## src/rtl/onehot_sel_enc.sv

```systemverilog
// onehot_sel_enc: registered one-hot to 2-bit select encoder behind a 2-entry valid/ready output buffer.
// Define ONEHOT_SEL_ENC_PRIO_EN to accept multi-hot codes, resolved by lowest set bit.
module onehot_sel_enc #(
  parameter int W_ERRCNT = 8
) (
  input  logic                ck,
  input  logic                res,
  input  logic [3:0]          zi,
  input  logic                zi_vld,
  output logic                zi_rdy,
  output logic [1:0]          sel,
  output logic                sel_vld,
  input  logic                sel_rdy,
  output logic                err,
  output logic [W_ERRCNT-1:0] err_cnt,
  input  logic                err_clr
);
  typedef enum logic [1:0] {EMPTY, ONE, FULL} state_t;
  state_t r_state, w_next;
  logic [1:0] r_head, r_tail, w_code;
  logic [W_ERRCNT-1:0] r_cnt;
  logic w_valid, w_acc, w_push, w_pop, w_bad, r_rdy, r_err;
`ifdef ONEHOT_SEL_ENC_PRIO_EN
  assign w_valid = |zi;
  assign w_code  = zi[0] ? 2'd0 : zi[1] ? 2'd1 : zi[2] ? 2'd2 : 2'd3;
`else
  assign w_valid = (zi != 4'd0) && ((zi & (zi - 4'd1)) == 4'd0);
  assign w_code  = {zi[3] | zi[2], zi[3] | zi[1]};
`endif
  assign w_acc  = zi_vld & r_rdy;
  assign w_push = w_acc & w_valid;
  assign w_bad  = w_acc & ~w_valid;
  assign w_pop  = sel_vld & sel_rdy;
  // FULL never sees a push because zi_rdy is already low there
  always_comb begin
    w_next = (r_state == EMPTY) ? (w_push ? ONE : EMPTY) :
             (r_state == ONE)   ? ((w_push & ~w_pop) ? FULL : (~w_push & w_pop) ? EMPTY : ONE) :
             (w_pop ? ONE : FULL);
  end
  always_ff @(posedge ck or posedge res) begin
    if (res) begin
      r_state <= EMPTY;
      r_rdy   <= 1'b0;
      r_err   <= 1'b0;
      r_cnt   <= '0;
    end else begin
      r_state <= w_next;
      r_rdy   <= (w_next != FULL);
      r_err   <= w_bad;
      r_cnt   <= err_clr ? '0 : (w_bad & ~&r_cnt) ? r_cnt + W_ERRCNT'(1) : r_cnt;
    end
  end
  // head is left untouched on the final pop so sel keeps the last value
  always_ff @(posedge ck or posedge res) begin
    if (res) begin
      r_head <= 2'd0;
      r_tail <= 2'd0;
    end else begin
      if ((r_state == EMPTY && w_push) || (r_state == ONE && w_push && w_pop))
        r_head <= w_code;
      else if (r_state == FULL && w_pop)
        r_head <= r_tail;
      if (r_state == ONE && w_push && !w_pop)
        r_tail <= w_code;
    end
  end
  assign zi_rdy  = r_rdy;
  assign sel     = r_head;
  assign sel_vld = (r_state != EMPTY);
  assign err     = r_err;
  assign err_cnt = r_cnt;
endmodule

```

## config.mk

```make
export PLATFORM = sky130hd
export DESIGN_NAME = onehot_sel_enc
export DESIGN_NICKNAME = d
export VERILOG_FILES = /design/src/rtl/onehot_sel_enc.sv
export SDC_FILE = /design/constraint.sdc
export NUM_CORES = 1
export LEC_CHECK = 0
export BUFFER_PORTS_ARGS = -buffer_cell sky130_fd_sc_hd__buf_4
export CAP_MARGIN = 20
export CORE_MARGIN = 5
export CORE_UTILIZATION = 55
export CTS_BUF_LIST = sky130_fd_sc_hd__clkbuf_8
export CTS_CLUSTER_DIAMETER = 40
export DETAILED_ROUTE_END_ITERATION = 12
export PLACE_DENSITY = 0.79
export SYNTH_ARGS = -nofsm -noshare
export SYNTH_HDL_FRONTEND = slang
export SYNTH_SLANG_ARGS = --single-unit
```

## constraint.sdc

```tcl
create_clock -name ck -period 3.7 [get_ports ck]
set_clock_uncertainty 0.2 [all_clocks]
set_input_delay 0.555 -clock ck [delete_from_list [all_inputs] [get_ports ck]]
set_output_delay 0.555 -clock ck [all_outputs]
set_load 0.05 [all_outputs]
```

==> flow_summary.yaml <==
timing:
  worst_pin_slew_ns: 0.593
  maxSlewViolCount: 0
  clock.fmax_mhz: 482
  hold_viol_final: 0
  fin_crit_ns: 2.07
  rsz0062_at_grt: "no"
  final.setup.tns_ns: 0
  finalSetupViolCount: 0
  min_period_over_period: 0.560
  slew-limit-headroom: 0.604
worst_setup_path:
  worst-setup-path-type: "input pin to flip-flop"
  critical-path-max-stage-delay_ns: 0.46
  cpLargestDelayFamily: "compound AO/OA/AOI/OAI gates"
  critical_path_arrival_ns: 2.01
  timing.critical_path.cells: "buf_4 > xor2_1 > a221oi_4 > nor2_1 > ha_1 > o221a_1"
  critPathRequiredTime_ns: 3.63
  worstPathMaxFanout: 8
  startpoint_type: "input pin"
  cp-end-kind: "flip-flop"
  cpMaxStageDelayCell: "a221oi_4"
  worstPathBufferInverterCount: 1
finish:
  insertedDiodeCount: 0
  area.sequential_um2: 400
  area.growth.synth_to_final_pct: 24.3
  layout.filler_cells: 142
  drive_above_1_share: 0.267
  nets: 132
  layout.cell_area.non_filler_mm2: 0.00120
  multi_input_logic_area_um2: 543
run_status:
  status: "complete, no violations"
pwr:
  static-leakage-power_nw: 0.526
  vdd_ir_drop_max_v: 0.000497
  seq_power_share: 0.383
  cell_internal_pwr_mw: 0.380
  clock_power_share: 0.256
  cellPowerDensity_mw_per_mm2: 502
  power.combinational.fraction: 0.361
  switching_share: 0.371
  switching_power_mw: 0.224
die:
  fp.dieH_um: 51.9
  initial_utilization: 0.566
  dieArea_mm2: 0.00270
  core_outline_area_mm2: 0.00171
  dieWidth_um: 51.9
  floorplan.io_pins: 22
  floorplan.rows: 15
run:
  maxCapViolCount: 0
synthesis:
  synth-async-reset-ratio: 1.00
  synth_seq_cells: 16
  synth-xor-area-share: 0.00906
  netlist.area_leader.share: 0.414
  synthesis.instances: 97
  synth_edf_count: 0
  synth_area_per_cell_um2: 9.97
  post_synth_mux_area_share: 0.106
  netlist-cell-type-count: 34
  dominantRegCellSynth: "dfrtp_1"
  post_synth_and_or_nand_nor_area_fraction: 0.299
  largest_family_of_logic_cells_by_synthesized_area: "simple AND/OR/NAND/NOR gates"
  synthDominantAreaCellType: "dfrtp_1"
  yosys.cell_count.top_type: "dfrtp_1"
  yosysSeqAreaShare: 0.414
  adder_cell_share_of_the_synthesized_area: 0.0259
  synth_compound_gate_area_share: 0.122
  synth_nets: 108
  synth.yosys.warnings: 0
  netlist_area_um2: 967
  ys_top_cells_by_area: "dfrtp_1 41%, mux2i_1 8.3%, nor2_1 4.7%, nor4_2 3.9%, nor2b_1 3.2%"
  synth.top_cells.by_count: "16 x dfrtp_1, 12 x nor2_1, 8 x mux2i_1"
grt:
  grt_max_degree: 17
  grt.total_usage: 0.185
  grt_antenna_before_repair: 0
  grt_overflow: 0
  grt_pass1_wl_mm: 3.73
  number_of_global_route_vias_before_repair: 861
drt:
  drt_drc_violations_left: 0
  detailroute.via_count: 832
  postRouteWirelength_mm: 2.05
  route.detailed.vias_per_inst: 5.74
  first_iter_violations: 16
  dr.pass1.iters: 4
  route.detailed.wl_per_inst_um: 14.2
  ant_nets: 0
clock_tree:
  post_cts.resized_instances: 0
  tritoncts.num_buffers: 3
  cts-hold-fix-buffers: 0
  cts_root_buf: "clkbuf_8"
  cts_post_setup_buffers_inserted: 0
  clk_pin_slew_ns: 0.06
  clockBufferDepth: 2
  clock_insertion_delay_worst_skew_ns: 0.25
  cts.sink_count: 16
  cts-htree-levels: 1
  tritoncts: "built"
placement:
  place.port_buffers: 21
  placed_area_mm2: 0.00115
  dp.final_hpwl_mm: 1.61
  final_weighted_congestion_in_routability_driven_placement: 0.898
worst_hold_path:
  hold_class: "input pin to asynchronous set/reset pin"
## layout make-up
| class | count | area share |
|---|---|---|
| inverter | 4 | 0.0125 |
| clock buffer | 4 | 0.0458 |
| tap | 25 | 0.0260 |
| multi-input combinational | 75 | 0.452 |
| sequential | 16 | 0.333 |
| timing repair buffer | 21 | 0.131 |
## power groups by stage
stage	Sequential (mW)	Combinational [mW]	Clock, mW
final	0.231	0.218	0.154
after global routing	0.237	0.237	0.169
after CTS	0.230	0.221	0.156
after detailed placement	0.233	0.219	0
after global placement	0.231	0.214	0
after floorplan	0.281	0.107	0
## path summary, 6_finish.rpt
path,startpoint,depth (start not counted),slack (ns),endpoint
setup reg to reg,err_cnt[2]$_DFFE_PP0P_,4,1.89,err_cnt[5]$_DFFE_PP0P_
hold / removal,res,2,0.18,err_cnt[0]$_DFFE_PP0P_
setup / recovery,zi[0],6,1.63,r_state[0]$_DFF_PP0_
hold reg to reg,r_tail[0]$_DFFE_PP0P_,2,0.32,r_tail[0]$_DFFE_PP0P_
min in group ck,r_tail[0]$_DFFE_PP0P_,2,0.32,r_tail[0]$_DFFE_PP0P_
max in group asynchronous,res,2,2.74,err_cnt[5]$_DFFE_PP0P_
## routing by layer
metal  track usage  share of wire  vias to the layer above
li1              -              -                      399
met1         0.226           0.42                      395
met2         0.314           0.49                       36
met3        0.0372          0.083                        2
met4        0.0742         0.0083                        0
met5             0              0                        -
## stage by stage
stage          setup WS, ns  std cells  total power [mW]  hold WS [ns]   util
2_1_floorplan          1.62         97             0.388         0.269      -
3_3_place_gp           1.44        141             0.445         0.305  0.672
4_1_cts                1.63        145             0.607         0.198  0.704
6_report               1.63        145             0.603         0.175  0.704
5_1_grt                1.54        145             0.643         0.234  0.704
3_5_place_dp           1.38        141             0.452         0.313  0.672
## logic make-up (layout without fill, tap and decap cells)
kind of cell    after synthesis  in the layout
flops                        16             16
buf+inv                       6             29
xor+xnor                      1              1
simple gates                 48             48
mux                          10             10
compound gates               14             14
fa+ha+maj                     2              2
## cell usage in the layout, fill, tap and decap left out, types with 2 or more instances in the layout
master     n
a21oi_1    3
inv_1      4
ha_1       2
nand4_1    2
a211oi_1   2
or3_1      2
nand2_1    6
nand2b_1   4
nand3_1    3
dfrtp_1   16
nand3b_1   2
clkbuf_8   4
mux2_1     2
buf_4     21
nor4_2     3
nor2b_1    5
nor4b_2    2
mux2i_1    8
nor3_1     2
nor2_1    12
o21ai_0    2
## sequential cells by signal, indices dropped and copies added (netlist names)
register and flops:
zi_rdy 1, err 1, sel 2, r_tail 2, err_cnt 8, r_state 2
Power figures use the tool's default switching activity.
